<file path="src/rtl/alu_pkg.sv">
// Shared ALU definitions: the 8-entry opcode set and the signed-overflow helper.
// Encodings 0-3 keep the legacy opcode values so older issuers map directly.
package alu_pkg;

  typedef enum bit [2:0] {
    ADD = 3'd0,
    SUB = 3'd1,
    MUL = 3'd2,
    XOR = 3'd3,
    AND = 3'd4,
    OR  = 3'd5,
    SHL = 3'd6,
    SHR = 3'd7
  } alu_op_e;

  // Signed overflow from the sign bits of both operands and of the WIDTH-bit result.
  function automatic logic add_sub_ovf(input logic sign_a, input logic sign_b,
                                       input logic sign_r, input logic is_sub);
    if (is_sub)
      return (sign_a ^ sign_b) & (sign_r ^ sign_a);
    else
      return ~(sign_a ^ sign_b) & (sign_r ^ sign_a);
  endfunction

endpackage

</file>
<file path="src/rtl/alu_pipe_core.sv">
// Combinational ALU datapath: result and status flags from (a, b, op).
// Sits between the operand stage and the result stage of alu_pipe.
module alu_pipe_core
  import alu_pkg::*;
#(
  parameter int WIDTH = 8
) (
  input  logic [WIDTH-1:0]   a,
  input  logic [WIDTH-1:0]   b,
  input  alu_op_e            op,
  output logic [2*WIDTH-1:0] result,
  output logic               zero,
  output logic               carry,
  output logic               ovf
);

  localparam int SH_W = $clog2(WIDTH);

  typedef logic [2*WIDTH-1:0] res_t;

  logic [WIDTH:0] sum;
  logic [WIDTH:0] diff;
  res_t           prod;
  res_t           shl_res;
  res_t           shr_res;

  assign sum     = {1'b0, a} + {1'b0, b};
  assign diff    = {1'b0, a} - {1'b0, b};
  assign prod    = res_t'(a) * res_t'(b);
  assign shl_res = res_t'(a) << b[SH_W-1:0];
  assign shr_res = res_t'(a >> b[SH_W-1:0]);

  // NOTE: every output gets a default before the case so no path leaves it unassigned (no latch).
  always_comb begin
    result = '0;
    carry  = 1'b0;
    ovf    = 1'b0;
    case (op)
      ADD: begin
        result = res_t'(sum);
        carry  = sum[WIDTH];
        ovf    = add_sub_ovf(a[WIDTH-1], b[WIDTH-1], sum[WIDTH-1], 1'b0);
      end
      SUB: begin
        result = res_t'(diff);
        carry  = diff[WIDTH];
        ovf    = add_sub_ovf(a[WIDTH-1], b[WIDTH-1], diff[WIDTH-1], 1'b1);
      end
      MUL: begin
        result = prod;
        carry  = |prod[2*WIDTH-1:WIDTH];
      end
      XOR: result = res_t'(a ^ b);
      AND: result = res_t'(a & b);
      OR:  result = res_t'(a | b);
      SHL: begin
        result = shl_res;
        carry  = |shl_res[2*WIDTH-1:WIDTH];
      end
      SHR: result = shr_res;
      default: begin
        result = '0;
        carry  = 1'b0;
        ovf    = 1'b0;
      end
    endcase
  end

  assign zero = (result == '0);

endmodule

</file>
<file path="src/rtl/alu_pipe.sv">
// Two-stage pipelined ALU with valid/ready on both sides: stage 1 holds the
// operands, stage 2 holds the computed result, flags and tag that drive out_*.
module alu_pipe
  import alu_pkg::*;
#(
  parameter int WIDTH = 8,
  parameter int TAG_W = 4
) (
  input  logic               clk,
  input  logic               rst,
  input  logic               in_valid,
  output logic               in_ready,
  input  logic [WIDTH-1:0]   in_a,
  input  logic [WIDTH-1:0]   in_b,
  input  alu_op_e            in_op,
  input  logic [TAG_W-1:0]   in_tag,
  output logic               out_valid,
  input  logic               out_ready,
  output logic [2*WIDTH-1:0] out_result,
  output logic               out_zero,
  output logic               out_carry,
  output logic               out_ovf,
  output logic [TAG_W-1:0]   out_tag
);

  logic               s1_valid;
  logic [WIDTH-1:0]   s1_a;
  logic [WIDTH-1:0]   s1_b;
  alu_op_e            s1_op;
  logic [TAG_W-1:0]   s1_tag;

  logic               s2_valid;
  logic [2*WIDTH-1:0] s2_result;
  logic               s2_zero;
  logic               s2_carry;
  logic               s2_ovf;
  logic [TAG_W-1:0]   s2_tag;

  logic [2*WIDTH-1:0] c_result;
  logic               c_zero;
  logic               c_carry;
  logic               c_ovf;

  logic s1_load;
  logic s2_load;

  // Stage 2 refills whenever it is empty or its result leaves this cycle,
  // so accept and drain can overlap without a bubble.
  assign s2_load  = s1_valid & (~s2_valid | out_ready);
  assign in_ready = ~s1_valid | s2_load;
  assign s1_load  = in_valid & in_ready;

  alu_pipe_core #(.WIDTH(WIDTH)) u_core (
    .a      (s1_a),
    .b      (s1_b),
    .op     (s1_op),
    .result (c_result),
    .zero   (c_zero),
    .carry  (c_carry),
    .ovf    (c_ovf)
  );

  // NOTE: sequential state uses non-blocking assignments so all registers update together at the edge.
  always_ff @(posedge clk or posedge rst) begin
    if (rst) begin
      s1_valid <= 1'b0;
      s1_a     <= '0;
      s1_b     <= '0;
      s1_op    <= ADD;
      s1_tag   <= '0;
    end else begin
      if (s1_load) begin
        s1_a   <= in_a;
        s1_b   <= in_b;
        s1_op  <= in_op;
        s1_tag <= in_tag;
      end
      if (s1_load)
        s1_valid <= 1'b1;
      else if (s2_load)
        s1_valid <= 1'b0;
    end
  end

  // Result registers are reset too: the outputs must read zero while in reset.
  always_ff @(posedge clk or posedge rst) begin
    if (rst) begin
      s2_valid  <= 1'b0;
      s2_result <= '0;
      s2_zero   <= 1'b0;
      s2_carry  <= 1'b0;
      s2_ovf    <= 1'b0;
      s2_tag    <= '0;
    end else begin
      if (s2_load) begin
        s2_result <= c_result;
        s2_zero   <= c_zero;
        s2_carry  <= c_carry;
        s2_ovf    <= c_ovf;
        s2_tag    <= s1_tag;
      end
      if (s2_load)
        s2_valid <= 1'b1;
      else if (out_ready)
        s2_valid <= 1'b0;
    end
  end

  assign out_valid  = s2_valid;
  assign out_result = s2_result;
  assign out_zero   = s2_zero;
  assign out_carry  = s2_carry;
  assign out_ovf    = s2_ovf;
  assign out_tag    = s2_tag;

endmodule
</file>
<file path="config.mk">
export PLATFORM = sky130hd
export DESIGN_NAME = alu_pipe
export DESIGN_NICKNAME = d
export VERILOG_FILES = /design/src/rtl/alu_pkg.sv /design/src/rtl/alu_pipe_core.sv /design/src/rtl/alu_pipe.sv
export SDC_FILE = /design/constraint.sdc
export NUM_CORES = 1
export LEC_CHECK = 0
export ABC_AREA = 1
export CORE_UTILIZATION = 50
export CTS_BUF_LIST = sky130_fd_sc_hd__clkbuf_8 sky130_fd_sc_hd__clkbuf_16
export DETAILED_ROUTE_END_ITERATION = 8
export PLACE_DENSITY = 0.67
export SKIP_LAST_GASP = 1
export SLEW_MARGIN = 15
export SYNTH_ARGS = -nofsm -noshare
export SYNTH_HDL_FRONTEND = slang
export SYNTH_SLANG_ARGS = --single-unit
</file>
<file path="constraint.sdc">
create_clock -name clk -period 6.2 [get_ports clk]
set_input_delay 1.24 -clock clk [delete_from_list [all_inputs] [get_ports clk]]
set_output_delay 1.24 -clock clk [all_outputs]
set_load 0.01 [all_outputs]
</file>
; Yosys cells after proc, flatten, opt, wreduce, memory -nomap -nowiden
; Cells that the tools add are included.
[totals]
regBits = 48
in_bits = 27
out_inout_bits = 25
word_cells = 51
[op_classes]
add_sub_neg = 2
n_mul = 1
eq_ne = 7
shifts = 2
muxes = 7
bitwise_logic = 15
reduce_logical = 6
[op_table]
columns = cell, count
row1 = $pmux 16 s8, 1
row2 = $logic_not 16->1, 1
row3 = $mul 8x8->16, 1
row4 = $reduce_or 8->1, 2
row5 = $shl 8x3->16, 1
row6 = $shr 8x3->16, 1
row7 = $eq 3x3->1 const B, 4
row8 = $add 8x8->9, 1
row9 = $sub 8x8->9, 1
row10 = $and 8x8->8, 1
row11 = $or 8x8->8, 1
row12 = $xor 8x8->8, 1
row13 = $eq 3x2->1 const B, 2
row14 = $and 1x1->1, 4
row15 = $mux 1, 4
row16 = $pmux 1 s4, 1
row17 = $reduce_bool 2->1, 2
row18 = $eq 3x1->1 const B, 1
row19 = $logic_not 3->1, 1
row20 = $not 1->1, 3
row21 = $xor 1x1->1, 3
row22 = $or 1x1->1, 2
row23 = $pmux 1 s2, 1

; Depth between registers and ports, before layout
[depth]
word_depth = 6
depth_mapped = 26
ltp_nobuf = 25

; Hierarchy
; From an unflattened synthesis, not the netlist that was laid out.
[unflattened]
cells_unflattened = 963
hier_area_um2 = 6341.1
[modules_own_cells]
columns = mod, n_inst, cells_per_inst, area_each_um2, seq_area_each_um2
row1 = alu_pipe_core, 1, 756, 4426.7, 0.0
row2 = alu_pipe, 1, 207, 1914.3, 1201.2

; Worst setup path before layout
; No wires, ideal clock.
[synth_timing]
path_type = reg-to-reg
start = register s1_b[2]
end = register s2_carry (netlist: out_carry)
setup_ps = 117
arrival_time_ps = 4232
path_slack_ps = 1851
stages_incl_launch_ff = 23
period_less_slack_ps = 4349
path_cell_list = dfrtp_1 clkbuf_1 nand2_1 inv_1 fa_1 fa_1 fa_1 inv_1 fa_1 inv_1 ha_1 nand2_1 inv_1 a21oi_1 nand3_1 nand3_1 nand2_1 nor2_1 inv_1 nor2_1 nand3_1 nand2_1 nand2_1
[synth_between]
elab_chain_cells = 3
word_cells_on_any_way = 7
cone_classes = 2 x add/sub / 1 x mul / 1 x shift / 1 x mux / 2 x reduce/logical
[synth_rtl]
columns = element, line_no
row1 = start: declaration, alu_pipe.sv:28  ; logic [WIDTH-1:0] s1_b;
row2 = start signal: assignment, alu_pipe.sv:74  ; s1_b <= in_b;
row3 = $mul 8x8->16 or $shl 8x3->16 (tied branches), "alu_pipe_core.sv:29, alu_pipe_core.sv:30"
row4 = $reduce_or 8->1 (on tied branches), "alu_pipe_core.sv:51, alu_pipe_core.sv:58"
row5 = $pmux 1 s4 *, alu_pipe_core.sv:38  ; case (op)
row6 = end signal: assignment, alu_pipe.sv:98  ; s2_carry <= c_carry;
row7 = end: declaration, alu_pipe.sv:35  ; logic s2_carry;
; Mark *: on every way between the ends. The rest lies on a longest branch, timed or not.
; A chain may end at the register's enable or synchronous reset.

; Final worst setup path
[layout_timing]
start = register s1_a[6]
end = register s2_carry (netlist: out_carry)
[layout_between]
elab_chain_cells = 3
word_cells_on_any_way = 7
cone_classes = 2 x add/sub / 1 x mul / 1 x shift / 1 x mux / 2 x reduce/logical
[layout_rtl]
columns = element, line_no
row1 = start: declaration, alu_pipe.sv:27  ; logic [WIDTH-1:0] s1_a;
row2 = start signal: assignment, alu_pipe.sv:73  ; s1_a <= in_a;
row3 = $mul 8x8->16 or $shl 8x3->16 (tied branches), "alu_pipe_core.sv:29, alu_pipe_core.sv:30"
row4 = $reduce_or 8->1 (on tied branches), "alu_pipe_core.sv:51, alu_pipe_core.sv:58"
row5 = $pmux 1 s4 *, alu_pipe_core.sv:38
; Marks and branches as above.

==> results.ini <==
[clock_tree]
cts-buffers-inserted=5
clock_path_buffers=2
cts_hold_buf=0
clk_latency_ps=300
cts_sinks=48
cts_setup_buffers=0
cts_resized=0
clk_pin_slew_ps=70
clockRootBuffer=clkbuf_16
cts.htree.levels=2
cts_tree=yes

[setup_path]
worstRegToRegCells=21
crit_type=flop to flop
cp.arrival_ps=4960
r2r_setup_slack_ps=1420
slowest_delay_ps=770
cp_common_cell=nand2_1
crit_fanout=11
cp-start-kind=flop
end_kind=flop
reg2reg_from=s1_a[6]
cp.required_ps=6380
reg2reg_to=out_carry
slowest_stage=dfrtp_1
crit_chain=nand2_1 > inv_1 > fa_1 > fa_1 > fa_1 > inv_1 > fa_1 > inv_1 > ha_1 > nand2_1 > inv_1 > a21oi_1 > nand2_1 > nand2_1 > nand3_1 > nand3_1 > nand2_1 > nor2_1 > nand3_1 > nand2_1 > nand2_1

[sta]
period_share=0.7710
rsz0062_at_grt=no
max-slew-margin-rel=0.2977
setup_violations=0
hold_viol_final=0
fin_ws_ps=1420
fin_worst_skew_ps=9.720
tightest_slew_ps=1053
fmax_mhz=209.2
tns_ps=0
fin_crit_ps=4780
drv_slew=0

[flow_run]
max_cap_viol_count=0

[cells_and_area]
final_common_cell=nand2_1
fin_nets=1057
drive_gt1_frac=0.04506
nFillCells=1163
layout_common_cells=nand2_1 (248), inv_1 (164), nand3_1 (101), nor2_1 (93), ha_1 (61)
area_growth_pct=11.31
final_core_util=0.5823
n_antenna_cell=0

[floorplan]
die-area_mm2=0.01260
die_x_um=112.2
ios=52
rows=39
die_h_um=112.2
core_area_mm2=0.01161
start_util=0.5232

[route]
vias=5827
first_pass_iters=8
drt_iter0_drc=567
antenna_left=0
wl_per_cell_um=16.04
drc=5
vias_per_cell=5.420
wl_um=17250

[yosys]
synthFlopType=dfrtp_1
yosys-top-cells-area=dfrtp_1 (20%), nand2_1 (15%), ha_1 (13%), fa_1 (13%), inv_1 (10%)
synth_area_per_cell_um2=6.691
ys_ff_latch=48
synthArstFlopShare=1.000
ys_seq_area_frac=0.1977
yosys.area.top_type=dfrtp_1
synth_cells=908
syn_area_mm2=0.006076
ys_warn_count=0
yosys.area.top_type_share=0.1977
synthDistinctLibCells=43
synth-edff-count=0
syn_nets=1034

[grt]
grt_use_total=0.2865
grt_pass1_wl_um=28110
grt_antenna_before_repair=0
grt_max_degree=49
overflow=0
grt_pass1_vias=5429

[min_path]
hold_end=out_tag[3]
min-delay-path-class=flop to flop
hold_start=s1_tag[3]
hold_path_depth=2

[run_status]
violations=DRC
status=finished, violations left

[placed_design]
pre_cts_ws_ps=1516
io_buffer_count=51
gp_congestion=1.072
dp_hpwl_um=14010

[routing by layer]
layer	wire (um)	part of all wire	GRT usage
met5	0	0	0
met4	420	0.024	0.07556
met3	1262	0.073	0.03996
met2	7471	0.43	0.4518
met1	8091	0.47	0.4134
[sequential cells by signal, indices dropped and copies added (netlist names)]
| signal | count |
|---|---|
| out_carry | 1 |
| out_ovf | 1 |
| out_result | 16 |
| out_tag | 4 |
| out_valid | 1 |
| out_zero | 1 |
| s1_a | 8 |
| s1_b | 8 |
| s1_op | 3 |
| s1_tag | 4 |
| s1_valid | 1 |
[cells in the mapped netlist (7+ instances only)]
cell type  instances
ha_1              61
dfrtp_1           48
clkbuf_1          14
nand4_1            7
buf_2             14
nand2_1          248
o21ai_0           21
fa_1              38
inv_1            165
nor2_1            93
a31oi_1            7
a21oi_1           37
nand3_1          101
[per-stage QoR]
stage,instances,hold slack (ps),cell area (um2)
2_1_floorplan,908,436.4,6076
3_3_place_gp,1067,448.7,6569
3_5_place_dp,1067,455.4,6569
4_1_cts,1075,472.0,6763
5_1_grt,1075,496.6,6763
6_report,1075,470.2,6763
[critical path, delay by kind of cell, from the launching register on]
| family | cells | cell delay (ps) |
|---|---|---|
| compound gates | 1 | 180 |
| buf+inv | 4 | 250 |
| simple gates | 11 | 1050 |
| flops | 1 | 770 |
| fa+ha+maj | 5 | 2400 |
[layout make-up]
class                   count  area, um2  share of cell area
multi-input cells         649       4003              0.5919
flip-flops and latches     48       1201              0.1776
inverters                 174      660.6             0.09769
repair buffers             53      525.5             0.07771
well taps                 143      178.9             0.02646
clock buffers               5      125.1             0.01850
clock inverters             3      68.82             0.01018
[worst max-delay path by stage]
| stage | from | to | slack (ps) | cells after the start |
|---|---|---|---|---|
| 2_1_floorplan | s1_b[2] | out_carry | 1850 | 22 |
| 3_3_place_gp | s1_a[6] | out_carry | 1560 | 21 |
| 3_5_place_dp | s1_a[6] | out_carry | 1520 | 21 |
| 4_1_cts | s1_a[6] | out_carry | 1480 | 21 |
| 5_1_grt | s1_b[2] | out_carry | 1080 | 21 |
| 6_report | s1_a[6] | out_carry | 1420 | 21 |
[kinds of logic after synthesis]
| kind of cell | synth area share |
|---|---|
| simple gates | 0.3338 |
| buf+inv | 0.1435 |
| fa+ha+maj | 0.2508 |
| compound gates | 0.06384 |
| flops | 0.1977 |
| mux | 0.007413 |
| xor+xnor | 0.002884 |
Power is not shown: default switching activity piles up to over one toggle a cycle in this logic, so the estimate is an artifact.
